File: config.mk
export PLATFORM = sky130hd
export DESIGN_NAME = seg_scan_ctrl_flat
export DESIGN_NICKNAME = d
export VERILOG_FILES = /design/src/rtl/seg_scan_pkg.sv /design/src/rtl/seg_scan_if.sv /design/src/rtl/seg_scan_timer.sv /design/src/rtl/seg_scan_ctrl.sv /design/src/flat_wrapper.sv
export SDC_FILE = /design/constraint.sdc
export NUM_CORES = 1
export LEC_CHECK = 0
export BUFFER_PORTS_ARGS = -buffer_cell sky130_fd_sc_hd__buf_2
export CAP_MARGIN = 10
export CELL_PAD_IN_SITES_DETAIL_PLACEMENT = 1
export CELL_PAD_IN_SITES_GLOBAL_PLACEMENT = 1
export CORE_MARGIN = 10
export CORE_UTILIZATION = 40
export CTS_CLUSTER_DIAMETER = 200
export DETAILED_ROUTE_END_ITERATION = 6
export PLACE_DENSITY_LB_ADDON = 0.1
export SLEW_MARGIN = 5
export SYNTH_ARGS = -nofsm -noshare
export SYNTH_HDL_FRONTEND = slang
export SYNTH_SLANG_ARGS = --single-unit
File: constraint.sdc
create_clock -name clk -period 4.5 [get_ports clk]
set_clock_uncertainty 0.1 [all_clocks]
set_input_delay 0.9 -clock clk [delete_from_list [all_inputs] [get_ports clk]]
set_output_delay 0.9 -clock clk [all_outputs]
set_load 0.01 [all_outputs]
File: src/rtl/seg_scan_pkg.sv
// Shared types and constants for the seven-segment scan controller.
package seg_scan_pkg;

  localparam int unsigned NUM_DIGITS = 8;
  localparam int unsigned DIGIT_W    = 4;
  localparam logic [NUM_DIGITS-1:0] ANODE_OFF = 8'hFF;

  typedef enum logic {DISP, BLANK} state_e;

  function automatic logic [DIGIT_W-1:0] nib_sel(
    input logic [NUM_DIGITS*DIGIT_W-1:0] data,
    input logic [2:0]                    idx
  );
    return data[{idx, 2'b00} +: DIGIT_W];
  endfunction

  // Clear mask bits of leading zero digits (7 down to 1); digit 0 always survives.
  function automatic logic [NUM_DIGITS-1:0] lz_mask(
    input logic [NUM_DIGITS*DIGIT_W-1:0] data,
    input logic [NUM_DIGITS-1:0]         mask
  );
    logic [NUM_DIGITS-1:0] keep;
    logic                  zero_above;
    keep       = '1;
    zero_above = 1'b1;
    for (int unsigned k = NUM_DIGITS - 1; k >= 1; k--) begin
      zero_above = zero_above & (data[k*DIGIT_W +: DIGIT_W] == '0);
      if (zero_above) keep[k] = 1'b0;
    end
    return keep & mask;
  endfunction

endpackage

File: src/rtl/seg_scan_if.sv
// Frame-write handshake and display drive bundle for seg_scan_ctrl.
interface seg_scan_if;
  import seg_scan_pkg::*;

  logic                          wr_valid;
  logic                          wr_ready;
  logic [NUM_DIGITS*DIGIT_W-1:0] wr_data;
  logic [NUM_DIGITS-1:0]         wr_mask;
  logic [DIGIT_W-1:0]            nibble;
  logic [2:0]                    digit_idx;
  logic [NUM_DIGITS-1:0]         an;
  logic                          frame_tick;

  modport master (
    output wr_valid, wr_data, wr_mask,
    input  wr_ready, nibble, digit_idx, an, frame_tick
  );

  modport slave (
    input  wr_valid, wr_data, wr_mask,
    output wr_ready, nibble, digit_idx, an, frame_tick
  );
endinterface

File: src/rtl/seg_scan_timer.sv
// Slot counter shared by dwell and blank phases; done_o marks the last cycle of a slot.
module seg_scan_timer #(
  parameter int unsigned CNT_W = 16
) (
  input  logic             clk,
  input  logic             rst,
  input  logic             load_i,
  input  logic [CNT_W-1:0] limit_i,
  output logic             done_o
);

  logic [CNT_W-1:0] cnt_q, cnt_d;

  assign done_o = (cnt_q == limit_i - CNT_W'(1));

  always_comb begin
    cnt_d = cnt_q + CNT_W'(1);
    if (load_i) cnt_d = '0;
  end

  always_ff @(posedge clk or posedge rst) begin
    if (rst) cnt_q <= '0;
    else     cnt_q <= cnt_d;
  end

endmodule

File: src/rtl/seg_scan_ctrl.sv
// Seven-segment scan controller with tear-free frame buffer.
// Optional leading-zero suppression at commit: define SEG_SCAN_LZ_BLANK_EN.
module seg_scan_ctrl
  import seg_scan_pkg::*;
#(
  parameter int unsigned DWELL_CYCLES = 10000,
  parameter int unsigned BLANK_CYCLES = 16,
  parameter int unsigned CNT_W        = 16
) (
  input  logic     clk,
  input  logic     rst,
  seg_scan_if.slave bus
);

  localparam logic [CNT_W-1:0] DWELL_LEN = CNT_W'(DWELL_CYCLES);
  localparam logic [CNT_W-1:0] BLANK_LEN = CNT_W'(BLANK_CYCLES);

  state_e                        state_q, state_d;
  logic [2:0]                    digit_q, digit_d;
  logic [NUM_DIGITS*DIGIT_W-1:0] act_data_q, act_data_d, sh_data_q, sh_data_d;
  logic [NUM_DIGITS-1:0]         act_mask_q, act_mask_d, sh_mask_q, sh_mask_d;
  logic                          pending_q, pending_d;
  logic [NUM_DIGITS-1:0]         an_q, an_d;
  logic [DIGIT_W-1:0]            nibble_q, nibble_d;
  logic                          wr_ready_q, wr_ready_d;
  logic                          tick_q, tick_d;

  logic                          slot_done;
  logic [CNT_W-1:0]              slot_len;
  logic                          accept, wrap;
  logic [NUM_DIGITS-1:0]         commit_mask;

  assign slot_len = (state_q == DISP) ? DWELL_LEN : BLANK_LEN;

  seg_scan_timer #(.CNT_W(CNT_W)) u_timer (
    .clk     (clk),
    .rst     (rst),
    .load_i  (slot_done),
    .limit_i (slot_len),
    .done_o  (slot_done)
  );

`ifdef SEG_SCAN_LZ_BLANK_EN
  assign commit_mask = lz_mask(sh_data_q, sh_mask_q);
`else
  assign commit_mask = sh_mask_q;
`endif

  assign accept = bus.wr_valid & wr_ready_q;
  assign wrap   = (state_q == BLANK) & slot_done & (digit_q == 3'd7);

  always_comb begin
    state_d    = state_q;
    digit_d    = digit_q;
    act_data_d = act_data_q;
    act_mask_d = act_mask_q;
    sh_data_d  = sh_data_q;
    sh_mask_d  = sh_mask_q;
    pending_d  = pending_q;

    unique case (state_q)
      DISP:  if (slot_done) state_d = BLANK;
      BLANK: if (slot_done) begin
        state_d = DISP;
        digit_d = digit_q + 3'd1;
      end
      default: state_d = DISP;
    endcase

    // accept requires wr_ready, which is low while pending, so it never meets a commit
    if (accept) begin
      sh_data_d = bus.wr_data;
      sh_mask_d = bus.wr_mask;
      pending_d = 1'b1;
    end
    if (wrap && pending_q) begin
      act_data_d = sh_data_q;
      act_mask_d = commit_mask;
      pending_d  = 1'b0;
    end

    // Outputs are registered from next-state so they line up with the state registers.
    an_d = ANODE_OFF;
    if (state_d == DISP && act_mask_d[digit_d]) an_d = ~(NUM_DIGITS'(1) << digit_d);
    nibble_d   = nib_sel(act_data_d, digit_d);
    wr_ready_d = ~pending_d;
    tick_d     = wrap;
  end

  always_ff @(posedge clk or posedge rst) begin
    if (rst) begin
      state_q    <= DISP;
      digit_q    <= '0;
      act_data_q <= '0;
      act_mask_q <= '0;
      sh_data_q  <= '0;
      sh_mask_q  <= '0;
      pending_q  <= 1'b0;
      an_q       <= ANODE_OFF;
      nibble_q   <= '0;
      wr_ready_q <= 1'b1;
      tick_q     <= 1'b0;
    end else begin
      state_q    <= state_d;
      digit_q    <= digit_d;
      act_data_q <= act_data_d;
      act_mask_q <= act_mask_d;
      sh_data_q  <= sh_data_d;
      sh_mask_q  <= sh_mask_d;
      pending_q  <= pending_d;
      an_q       <= an_d;
      nibble_q   <= nibble_d;
      wr_ready_q <= wr_ready_d;
      tick_q     <= tick_d;
    end
  end

  assign bus.an         = an_q;
  assign bus.nibble     = nibble_q;
  assign bus.digit_idx  = digit_q;
  assign bus.wr_ready   = wr_ready_q;
  assign bus.frame_tick = tick_q;

endmodule

File: src/flat_wrapper.sv
// flat-port wrapper written by rule: the top's interface ports become plain ports
module seg_scan_ctrl_flat import seg_scan_pkg::*;
#(
  parameter int unsigned DWELL_CYCLES = 10000,
  parameter int unsigned BLANK_CYCLES = 16,
  parameter int unsigned CNT_W        = 16
)
  (clk, rst, bus_wr_valid, bus_wr_data, bus_wr_mask, bus_wr_ready, bus_nibble, bus_digit_idx, bus_an, bus_frame_tick);
  seg_scan_if bus_i ();
  input  logic clk;
  input  logic rst;
  input wire logic [$bits(bus_i.wr_valid)-1:0] bus_wr_valid;
  input wire logic [$bits(bus_i.wr_data)-1:0] bus_wr_data;
  input wire logic [$bits(bus_i.wr_mask)-1:0] bus_wr_mask;
  output wire logic [$bits(bus_i.wr_ready)-1:0] bus_wr_ready;
  output wire logic [$bits(bus_i.nibble)-1:0] bus_nibble;
  output wire logic [$bits(bus_i.digit_idx)-1:0] bus_digit_idx;
  output wire logic [$bits(bus_i.an)-1:0] bus_an;
  output wire logic [$bits(bus_i.frame_tick)-1:0] bus_frame_tick;
  assign bus_i.wr_valid = bus_wr_valid;
  assign bus_i.wr_data = bus_wr_data;
  assign bus_i.wr_mask = bus_wr_mask;
  assign bus_wr_ready = bus_i.wr_ready;
  assign bus_nibble = bus_i.nibble;
  assign bus_digit_idx = bus_i.digit_idx;
  assign bus_an = bus_i.an;
  assign bus_frame_tick = bus_i.frame_tick;
  seg_scan_ctrl #(.DWELL_CYCLES(DWELL_CYCLES), .BLANK_CYCLES(BLANK_CYCLES), .CNT_W(CNT_W)) u_core (.clk(clk), .rst(rst), .bus(bus_i));
endmodule
* Word level (Yosys, flattened, before mapping)
Cells that the tools add are included.
** Storage, ports and cells
- Register bits after elaboration :: 115
- Output and inout port bits :: 17
- Word-level logic and storage cells :: 43
** Cells by class
- Add/subtract/negate cells :: 3
- Order comparisons :: 1
- Equality and inequality tests :: 2
- Shift operators :: 2
- Muxes and demuxes :: 14
- Bitwise logic cells :: 7
- Reductions and logical operators :: 2
** Operators with widths (number)
- $mux W32 :: 1
- $shiftx A32 B6 Y4 :: 1
- $add A16 B1 Y16 const B :: 1
- $eq A16 B16 Y1 :: 1
- $mux W16 :: 1
- $mux W8 :: 2
- $sub A16 B1 Y16 const B :: 1
- $mux W14 :: 1
- $not A8 Y8 :: 1
- $shl A1 B3 Y8 const A :: 1
- $mux W3 :: 2
- $mux W1 :: 5
- $lt A3 B4 Y1 const B :: 1
- $add A3 B1 Y3 const B :: 1
- $and A1 B1 Y1 :: 3
- $bmux W1 S3 :: 1
- $eq A3 B3 Y1 const B :: 1
- $not A1 Y1 :: 3
- $logic_and A1 B1 Y1 :: 2
- $pmux W1 S2 :: 1

* Longest topological paths before layout
Gate-level depths: netlist of run 1.
- Word-level depth :: 11
- Gate-level depth with buffers :: 14
- Gate-level depth less buffers :: 11

* By module
From an unflattened synthesis of run 1, not the netlist that was laid out.
** Unflattened totals
- Cells, all modules :: 433
- Area, all modules :: 5462.7 sq um
** Modules (own cells, without submodules)
- seg_scan_ctrl :: times used 1, cells each 280, area each 4204.0 sq um, sequential area each 2488.6 sq um
- seg_scan_timer :: times used 1, cells each 153, area each 1258.7 sq um, sequential area each 400.4 sq um

* Worst setup path after synthesis of run 1
Ideal clock, no wire load.
- Path kind :: flip-flop to flip-flop
- Start point :: register u_core.u_timer.cnt_q[0]
- End point :: register u_core.nibble_q[3] (netlist: u_core.bus.nibble[3])
- Arrival time :: 3128 ps
- Setup slack :: 1133 ps
- Cell stages (with the launch flop) :: 13
- Buffers on the path :: 2
- Period minus slack after synthesis :: 3367 ps
- Cells stage by stage :: dfrtp_1 > ha_1 > and3_1 > nand3_1 > a21oi_1 > ha_1 > nand3_4 > buf_6 > buf_6 > mux2_4 > mux2_2 > a2111oi_0 > a311oi_1
** On the way
- Cells in the longest elaborated chain, start to end :: 6
- Elaborated cells between the ends (all ways) :: 8
- Those cells by class :: eq/ne: 1; shift: 1; mux: 3; bitwise: 2; reduce/logical: 1
** Ends and longest elaborated chain
- from (decl) :: RTL line seg_scan_timer.sv:12 : logic [CNT_W-1:0] cnt_q, cnt_d;
- from (signal assigned) :: RTL line seg_scan_timer.sv:23 : else cnt_q <= cnt_d;
- $eq A16 B16 Y1 :: RTL line seg_scan_timer.sv:14 : assign done_o = (cnt_q == limit_i - CNT_W'(1));
- $and A1 B1 Y1 (2 in a row) :: RTL line seg_scan_ctrl.sv:50 : assign wrap = (state_q == BLANK) & slot_done & (digit_q == 3'd7);
- $logic_and A1 B1 Y1 :: RTL line seg_scan_ctrl.sv:76 : if (wrap && pending_q) begin
- $mux W32 :: RTL line seg_scan_ctrl.sv:76
- named net u_core.act_data_d[15] :: RTL line seg_scan_ctrl.sv:20 : logic [NUM_DIGITS*DIGIT_W-1:0] act_data_q, act_data_d, sh_data_q, sh_data_d;
- $shiftx A32 B6 Y4 :: RTL line seg_scan_pkg.sv:14 : return data[{idx, 2'b00} +: DIGIT_W];
- named net u_core.nibble_d[3] :: RTL line seg_scan_ctrl.sv:24 : logic [DIGIT_W-1:0] nibble_q, nibble_d;
- to (signal assigned) :: RTL line seg_scan_ctrl.sv:112 : nibble_q <= nibble_d;
- to (decl) :: RTL line seg_scan_ctrl.sv:24
The timed path passes the listed nets, and every way through them passes these cells.
A chain may end at the register's enable or synchronous reset.

* Worst setup path in the final report of run 1
- Start point :: register u_core.u_timer.cnt_q[0]
- End point :: register u_core.nibble_q[3] (netlist: u_core.bus.nibble[3])
** On the way
- Cells in the longest elaborated chain, start to end :: 6
- Elaborated cells between the ends (all ways) :: 8
- Those cells by class :: eq/ne: 1; shift: 1; mux: 3; bitwise: 2; reduce/logical: 1
** Ends and longest elaborated chain (RTL line)
- $eq A16 B16 Y1 * :: seg_scan_timer.sv:14
- $and A1 B1 Y1 (2 in a row) :: seg_scan_ctrl.sv:50
- $logic_and A1 B1 Y1 :: seg_scan_ctrl.sv:76
- $mux W32 :: seg_scan_ctrl.sv:76
- $shiftx A32 B6 Y4 * :: seg_scan_pkg.sv:14
- named net u_core.nibble_d[3] :: seg_scan_ctrl.sv:24
The timed path passes the listed nets; every way through them passes the cells marked *.

==> flow_metrics.env, run 1 <==
export IMPL_postCtsHoldBufs=0
export IMPL_worstPathBufferInverterCount=1
export IMPL_hold_path_class="flop to flop"
export IMPL_wl_met1_um=5580
export IMPL_fin_nets=532
export IMPL_antenna_found_initial=0
export IMPL_cp_end_kind="flop"
export IMPL_post_synth_top_area_cell="dfrtp_1"
export IMPL_io_buffers=59
export IMPL_p_sw_frac=0.207
export IMPL_ys_ff_latch=115
export IMPL_drive_above_1_share=0.414
export IMPL_vias=3642
export IMPL_first_pass_iters=4
export IMPL_grt_max_degree=65
export IMPL_avgSynthCellArea_sq_um=12.7
export IMPL_clockBufferDepth=2
export IMPL_p_total_mw=3.07
export IMPL_grt_ovfl_total=0
export IMPL_wl_met2_um=6670
export IMPL_dieArea_sq_um=18600
export IMPL_wl_met3_um=564
export IMPL_coreArea_sq_um=13200
export IMPL_ctsResizeCount=0
export IMPL_postCtsSetupBuffers=0
export IMPL_crit_family="simple AND/OR/NAND/NOR gates"
export IMPL_status="finished clean"
export IMPL_yosysTopAreaCellShare=0.490
export IMPL_critical_path_cell_chain="ha_1, and3_1, nand3_1, a21oi_1, ha_1, nand3_4, buf_4, mux4_2, a211oi_1, a21oi_1, nor4_1, a311oi_1"
export IMPL_post_route_util=0.493
export IMPL_fin_area_sq_um=6530
export IMPL_dr_max_layer_used="met4"
export IMPL_critPathArrivalTime_ns=3.86
export IMPL_ir_worst_vdd_mv=0.314
export IMPL_dp_slack_ns=0.786
export IMPL_cpMaxStageDelayCell="mux4_2"
export IMPL_grt_setup_unrepaired="false"
export IMPL_fmax_mhz=272
export IMPL_tightest_slew_ns=0.972
export IMPL_min_period_over_period=0.817
export IMPL_start_util=0.409
export IMPL_async_flop_share=1.00
export IMPL_synth_nets=472
export IMPL_p_leak_nw=3.10
export IMPL_crit_path_start_kind="flop"
export IMPL_clockRootBuffer="clkbuf_16"
export IMPL_crit_required_ns=4.68
export IMPL_hpwlAfterDp_um=9080
export IMPL_maxCapViolations=0
export IMPL_routedWlPerCell_um=19.4
export IMPL_synth_area_leaders="dfrtp_1 49%, mux2_2 17%, mux4_2 4.6%, dfstp_2 4.4%, nand3_1 2.7%"
export IMPL_p_sw_mw=0.637
export IMPL_dpl_cell_count=642
export IMPL_ant_nets=0
export IMPL_syn_area_sq_um=5410
export IMPL_clkPwrFrac=0.509
export IMPL_pwr_share_seq=0.422
export IMPL_p_int_mw=2.43
export IMPL_ys_seq_area_frac=0.534
export IMPL_crit_path_max_fanout=30
export IMPL_dieWidth_um=136
export IMPL_layoutNonFillerInstCount=674
export IMPL_maxSlewHeadroom=0.352
export IMPL_synth_most_common_cell="dfrtp_1"
export IMPL_clk_latency_ns=0.42
export IMPL_power_frac_comb=0.069
export IMPL_drc=0
export IMPL_dieHeight_um=136
export IMPL_grt_pass1_wl_um=21900
export IMPL_fin_ws_ns=0.822
export IMPL_synth_edff_count=0
export IMPL_h_tree_depth=4
export IMPL_cts_buffers=17
export IMPL_holdWs_ns=0.386
export IMPL_drt_initial_drc_count=229
export IMPL_syn_inst=425
export IMPL_num_antenna_cells=0
export IMPL_path_clk_slew_ns=0.05
export IMPL_ys_warn_count=0
export IMPL_syn_to_final_growth_pct=20.7
export IMPL_io_pins=60
export IMPL_grt_util_all_layers=0.153
export IMPL_max_stage_delay_ns=0.57
export IMPL_clock_sinks=115
export IMPL_synth_ff_type="dfrtp_1"
export IMPL_setup_viol_count_final=0
export IMPL_dpl_cell_area_sq_um=5850
export IMPL_period_needed_ns=3.68
export IMPL_finalHoldViolations=0
export IMPL_gp_congestion=0.810
export IMPL_power_density_nw_per_um2=470
export IMPL_cts_tree="built"
export IMPL_slew_viol_final=0
export IMPL_critPathKind="flop to flop"
export IMPL_rows=42
export IMPL_ys_top_cells_by_count="106 x dfrtp_1, 80 x mux2_2, 29 x nand3_1, 23 x nand2_1, 16 x nor2_1"
export IMPL_viasPerCell=5.40
export IMPL_routed_wl_um=13100
export IMPL_grt_pass1_vias=4062
export IMPL_synth_distinct_cells=51
export IMPL_fin_setup_tns_ns=0
[worst reg2reg max path, delay by kind of cell (launching register included)]
kind,cells,cell delay [ns]
AND/OR/NAND/NOR,4,0.97
multiplexers,1,0.57
AO/OA/AOI/OAI,4,0.52
adder cells (fa/ha/maj),2,0.51
buffers and inverters,1,0.47
flip-flops,1,0.40
[layout by cell type, fill, tap and decap left out, types with 5 or more instances in the layout]
cell and n:
mux2_2 80, a21oi_1 11, bufinv_16 7, mux2i_1 10, nand2_1 23, dfstp_2 9, nor4_1 6, nand2b_1 5
buf_2 59, buf_4 6, mux4_2 11, xnor2_1 7, inv_1 12, nor2_1 16, a211oi_1 10, dfrtp_1 105
clkbuf_16 17, xor2_1 7, nand3_1 29
[sequential cells by signal (all words and copies together), names as in the netlist]
name,cells
u_core.bus.frame_tick,1
u_core.sh_data_q,32
u_core.act_data_q,32
u_core.bus.nibble,4
u_core.bus.wr_ready,1
u_core.bus.digit_idx,3
u_core.commit_mask,8
u_core.act_mask_q,8
u_core.u_timer.cnt_q,16
u_core.pending_q,1
u_core.state_q,1
u_core.bus.an,8
[cell type report]
| cell class | instances | area (sq um) |
|---|---|---|
| clock inverters | 11 | 230 |
| fillers | 1392 | 6710 |
| repair buffers | 65 | 340 |
| well taps | 176 | 220 |
| clock buffers | 21 | 450 |
| multi-input cells | 273 | 2350 |
| flip-flops and latches | 115 | 2890 |
| inverters | 13 | 51.3 |
[cell families after synthesis]
family / Yosys count / share of synthesized area
xor gates and xnor gates: 14 / 0.0227
buffers and inverters: 37 / 0.0326
muxes: 103 / 0.236
DFF: 115 / 0.534
and+or+nand+nor: 115 / 0.119
AOI/OAI and AO/OA: 37 / 0.0465
adders and majority gates: 4 / 0.00925
[path summary, 6_finish.rpt]
path	depth (start not counted)	from	end	slack, ns
worst max-delay path	12	u_core.u_timer.cnt_q[0]	u_core.bus.nibble[3]	0.82
worst min-delay path	1	u_core.u_timer.cnt_q[0]	u_core.u_timer.cnt_q[0]	0.39
worst max register to register	12	u_core.u_timer.cnt_q[0]	u_core.bus.nibble[3]	0.82
worst min register to register	1	u_core.u_timer.cnt_q[0]	u_core.u_timer.cnt_q[0]	0.39
max in group asynchronous	3	rst	u_core.act_data_q[25]	2.89
min in group asynchronous	2	rst	u_core.u_timer.cnt_q[11]	0.54
[per-layer routing]
metal  track usage  vias up
li1              -     1666
met1         0.182     1860
met2         0.255       86
met3        0.0432       30
met4        0.0657        0
met5             0        -
[power groups by stage]
stage	sequential (mW)	clock [mW]	combinational, mW
floorplan	1.26	0	0.175
global placement	1.32	0	0.208
detailed placement	1.32	0	0.219
CTS	1.31	1.60	0.220
global route	1.32	1.65	0.236
finish	1.30	1.56	0.212
Power figures use the tool's default switching activity.
==> run 2, diff against run 1 <==
==> constraint.sdc (replaced) <==
create_clock -name clk -period 3.8 [get_ports clk]
set_clock_uncertainty 0.1 [all_clocks]
set_input_delay 0.76 -clock clk [delete_from_list [all_inputs] [get_ports clk]]
set_output_delay 0.76 -clock clk [all_outputs]
set_load 0.01 [all_outputs]
==> flow_metrics.env, run 2 (synthesized netlist as in run 1, its figures left out) <==
export IMPL_wl_met3_um=564
export IMPL_pwr_share_seq=0.470
export IMPL_setup_viol_count_final=0
export IMPL_grt_setup_unrepaired="false"
export IMPL_io_pins=60
export IMPL_antenna_found_initial=0
export IMPL_path_clk_slew_ns=0.05
export IMPL_top_regs="u_core.act_data_q: 32 flops, u_core.sh_data_q: 32 flops, u_core.u_timer.cnt_q: 16 flops"
export IMPL_first_pass_iters=4
export IMPL_power_frac_comb=0.077
export IMPL_clkPwrFrac=0.452
export IMPL_p_sw_frac=0.225
export IMPL_crit_required_ns=3.97
export IMPL_clockRootBuffer="clkbuf_16"
export IMPL_fmax_mhz=292
export IMPL_postCtsSetupBuffers=0
export IMPL_final_common_cell="dfrtp_1"
export IMPL_power_density_nw_per_um2=506
export IMPL_fin_nets=534
export IMPL_period_needed_ns=3.42
export IMPL_critPathKind="flop to flop"
export IMPL_dieWidth_um=136
export IMPL_dieHeight_um=136
export IMPL_num_antenna_cells=0
export IMPL_wl_met2_um=6430
export IMPL_routed_wl_um=12600
export IMPL_clk_latency_ns=0.42
export IMPL_rows=42
export IMPL_finalHoldViolations=0
export IMPL_dpl_cell_count=644
export IMPL_hold_path_class="flop to flop"
export IMPL_routedWlPerCell_um=18.6
export IMPL_fin_setup_tns_ns=0
export IMPL_mostFrequentLayoutCells="105 x dfrtp_1, 80 x mux2_2, 59 x buf_2"
export IMPL_maxCapViolations=0
export IMPL_wl_met1_um=5430
export IMPL_ir_worst_vdd_mv=0.366
export IMPL_cp_end_kind="flop"
export IMPL_fin_area_sq_um=6430
export IMPL_p_leak_nw=3.06
export IMPL_dpl_cell_area_sq_um=5880
export IMPL_drive_above_1_share=0.415
export IMPL_hpwlAfterDp_um=8760
export IMPL_dieArea_sq_um=18600
export IMPL_ctsResizeCount=0
export IMPL_post_route_util=0.486
export IMPL_critPathArrivalTime_ns=3.60
export IMPL_syn_to_final_growth_pct=18.8
export IMPL_grt_util_all_layers=0.146
export IMPL_fin_ws_ns=0.379
export IMPL_slew_viol_final=0
export IMPL_dp_slack_ns=0.394
export IMPL_coreArea_sq_um=13200
export IMPL_postCtsHoldBufs=0
export IMPL_ant_nets=0
export IMPL_min_period_over_period=0.900
export IMPL_gp_congestion=0.784
export IMPL_grt_max_degree=59
export IMPL_dr_max_layer_used="met4"
export IMPL_grt_pass1_vias=4091
export IMPL_clockBufferDepth=2
export IMPL_clock_sinks=115
export IMPL_status="finished clean"
export IMPL_tightest_slew_ns=0.936
export IMPL_io_buffers=59
export IMPL_drt_initial_drc_count=160
export IMPL_cts_buffers=17
export IMPL_grt_ovfl_total=0
export IMPL_vias=3625
export IMPL_grt_pass1_wl_um=21100
export IMPL_maxSlewHeadroom=0.376
export IMPL_holdWs_ns=0.389
export IMPL_layoutNonFillerInstCount=675
export IMPL_p_int_mw=2.52
export IMPL_cts_tree="built"
export IMPL_start_util=0.409
export IMPL_viasPerCell=5.37
export IMPL_p_sw_mw=0.731
export IMPL_p_total_mw=3.25
export IMPL_drc=0
export IMPL_h_tree_depth=4
export IMPL_crit_path_start_kind="flop"
export IMPL_crit_path_max_fanout=19
run 2: changes by cell type in the layout (fill, tap and decap cells not counted):
cell,previous run,this run
clkinvlp_4,0,1
buf_12,0,1
buf_4,6,7
inv_4,1,0
clkbuf_8,1,7
bufinv_16,7,0
run 2: area by class of cell:
| class | count | area [sq um] |
|---|---|---|
| well taps | 176 | 220 |
| repair buffers | 67 | 368 |
| flip-flops and latches | 115 | 2890 |
| inverters | 13 | 52.6 |
| fillers | 1404 | 6810 |
| clock buffers | 27 | 533 |
| clock inverters | 4 | 20.0 |
| multi-input cells | 273 | 2350 |
run 2: worst paths after layout:
kind                                          from                       to  slack (ns)  cells past startpoint
setup / recovery           u_core.u_timer.cnt_q[0]     u_core.bus.nibble[3]        0.38                     11
hold / removal             u_core.u_timer.cnt_q[0]  u_core.u_timer.cnt_q[0]        0.39                      1
setup reg to reg           u_core.u_timer.cnt_q[0]     u_core.bus.nibble[3]        0.38                     11
hold reg to reg            u_core.u_timer.cnt_q[0]  u_core.u_timer.cnt_q[0]        0.39                      1
max in group asynchronous                      rst     u_core.act_data_q[9]        2.41                      3
min in group asynchronous                      rst    u_core.commit_mask[5]        0.40                      2
run 2: worst max-delay path, cell delays in order, from the launching register on:
cell and delay [ns]:
dfrtp_1 0.39, ha_1 0.23, and3_1 0.23, nand3_1 0.18, a21oi_1 0.23, ha_1 0.26, nand3_4 0.21, buf_4 0.30
mux2_4 0.35, mux2_2 0.26, a2111oi_0 0.43, a311oi_1 0.09
run 2: power groups by stage:
stage	clock, mW	sequential (mW)	combinational (mW)
finish	1.47	1.53	0.252
global route	1.58	1.56	0.284
CTS	1.51	1.54	0.260
detailed placement	0	1.56	0.259
global placement	0	1.55	0.246
floorplan	0	1.49	0.207
run 2: layer usage:
metal | GRT usage | up-vias
li1 | - | 1665
met1 | 0.168 | 1885
met2 | 0.246 | 57
met3 | 0.0546 | 18
met4 | 0.0491 | 0
met5 | 0 | -
==> run 3, diff against run 2 <==
--- a/config.mk
+++ b/config.mk
@@ -9,7 +9,6 @@
 export CAP_MARGIN = 10
 export CELL_PAD_IN_SITES_DETAIL_PLACEMENT = 1
 export CELL_PAD_IN_SITES_GLOBAL_PLACEMENT = 1
-export CORE_MARGIN = 10
 export CORE_UTILIZATION = 40
 export CTS_CLUSTER_DIAMETER = 200
 export DETAILED_ROUTE_END_ITERATION = 6
==> flow_metrics.env, run 3 (synthesized netlist as in run 1, its figures left out) <==
export IMPL_critPathLaunch="u_core.u_timer.cnt_q[0]"
export IMPL_routed_wl_um=12100
export IMPL_fmax_mhz=295
export IMPL_dpl_cell_count=644
export IMPL_grt_setup_unrepaired="false"
export IMPL_cp_end_kind="flop"
export IMPL_cpMaxStageDelayCell="dfrtp_1"
export IMPL_dp_slack_ns=0.312
export IMPL_h_tree_depth=4
export IMPL_dieArea_sq_um=14000
export IMPL_clockBufferDepth=2
export IMPL_vias=3584
export IMPL_post_route_util=0.495
export IMPL_finalHoldViolations=0
export IMPL_maxCapViolations=0
export IMPL_hpwlAfterDp_um=8210
export IMPL_fin_ws_ns=0.410
export IMPL_maxSlewHeadroom=0.364
export IMPL_ir_worst_vdd_mv=0.323
export IMPL_critPathMostFrequentCell="ha_1"
export IMPL_grt_pass1_wl_um=21100
export IMPL_clockRootBuffer="clkbuf_16"
export IMPL_power_density_nw_per_um2=546
export IMPL_crit_path_max_fanout=19
export IMPL_grt_util_all_layers=0.197
export IMPL_slew_viol_final=0
export IMPL_clk_latency_ns=0.41
export IMPL_coreArea_sq_um=13200
export IMPL_top_regs="u_core.act_data_q: 32 flops, u_core.sh_data_q: 32 flops, u_core.u_timer.cnt_q: 16 flops"
export IMPL_fillers=1399
export IMPL_min_period_over_period=0.892
export IMPL_io_pins=60
export IMPL_mostFrequentLayoutCells="105 x dfrtp_1, 80 x mux2_2, 59 x buf_2"
export IMPL_seq_area_sq_um=2890
export IMPL_grt_max_degree=50
export IMPL_multiInputGateArea_sq_um=2350
export IMPL_r2r_start="u_core.u_timer.cnt_q[0]"
export IMPL_critPathArrivalTime_ns=3.57
export IMPL_max_stage_delay_ns=0.39
export IMPL_cts_tree="built"
export IMPL_fin_setup_tns_ns=0
export IMPL_period_needed_ns=3.39
export IMPL_critPathKind="flop to flop"
export IMPL_num_antenna_cells=0
export IMPL_grt_ovfl_total=0
export IMPL_fin_nets=534
export IMPL_setup_viol_count_final=0
export IMPL_tightest_slew_ns=0.954
export IMPL_io_buffers=59
export IMPL_rows=42
export IMPL_routedWlPerCell_um=17.9
export IMPL_final_common_cell="dfrtp_1"
export IMPL_r2r_slack_ns=0.41
export IMPL_hold_path_class="flop to flop"
export IMPL_path_clk_slew_ns=0.05
export IMPL_clock_sinks=115
export IMPL_syn_to_final_growth_pct=21.2
export IMPL_p_leak_nw=3.10
export IMPL_drt_initial_drc_count=172
export IMPL_ant_nets=0
export IMPL_dieHeight_um=118
export IMPL_cts_buffers=17
export IMPL_dieWidth_um=118
export IMPL_drc=0
export IMPL_grt_pass1_vias=4028
export IMPL_antenna_found_initial=0
export IMPL_crit_path_start_kind="flop"
export IMPL_layoutNonFillerInstCount=676
export IMPL_first_pass_iters=4
export IMPL_critical_path_cell_chain="ha_1, and3_1, nand3_1, a21oi_1, ha_1, nand3_4, buf_6, mux2_4, mux2_2, a2111oi_1, a311oi_1"
export IMPL_start_util=0.409
export IMPL_fin_area_sq_um=6560
export IMPL_gp_congestion=0.791
export IMPL_holdWs_ns=0.394
export IMPL_crit_required_ns=3.98
export IMPL_timing_rr_end="u_core.bus.nibble[3]"
export IMPL_setup_worst_path_end="u_core.bus.nibble[3]"
export IMPL_status="finished clean"
export IMPL_drive_above_1_share=0.422
export IMPL_p_total_mw=3.58
export IMPL_reg2reg_depth=11
export IMPL_postCtsHoldBufs=0
export IMPL_dpl_cell_area_sq_um=5880
export IMPL_viasPerCell=5.30
-- run 3: area by class of cell --
type	instances	share of cell area
tap	176	0.0336
timing repair buffer	67	0.0567
multi-input combinational	273	0.359
inverter	13	0.00802
clock inverter	9	0.0263
clock buffer	23	0.0760
sequential	115	0.441
-- run 3: worst min-delay path by stage --
stage | slack (ns) | from | to | depth (start not counted)
detailed placement | 0.39 | u_core.u_timer.cnt_q[0] | u_core.u_timer.cnt_q[0] | 1
floorplan | 0.35 | u_core.u_timer.cnt_q[0] | u_core.u_timer.cnt_q[0] | 1
finish | 0.39 | u_core.u_timer.cnt_q[0] | u_core.u_timer.cnt_q[0] | 1
global route | 0.41 | u_core.sh_data_q[0] | u_core.sh_data_q[0] | 1
global placement | 0.38 | u_core.u_timer.cnt_q[0] | u_core.u_timer.cnt_q[0] | 1
CTS | 0.40 | u_core.u_timer.cnt_q[0] | u_core.u_timer.cnt_q[0] | 1
-- run 3: power by group --
part | internal (mW) | total (mW) | switching (mW)
Combinational | 0.173 | 0.253 | 0.0796
Sequential | 1.40 | 1.53 | 0.125
Clock | 1.25 | 1.80 | 0.549
-- run 3: metal layers --
layer	vias to the layer above	share of wire	global-route usage
met5	-	0	0
met4	0	0.015	0.0713
met3	19	0.038	0.0603
met2	66	0.51	0.327
met1	1827	0.44	0.242
li1	1672	-	-
-- run 3: repair_timing --
| action | CTS | global route |
|---|---|---|
| gates resized for setup | 0 | 3 |
| buffers inserted | 0 | 0 |
| endpoints found under the setup margin | 0 | 1 |
-- run 3: worst max-delay path, delay by kind of cell, from the launching register on --
family,cells,cell delay (ns)
AND/OR/NAND/NOR,3,0.70
flip-flops,1,0.39
multiplexers,2,0.60
buffers and inverters,1,0.26
AO/OA/AOI/OAI,3,0.70
adder cells (fa/ha/maj),2,0.50
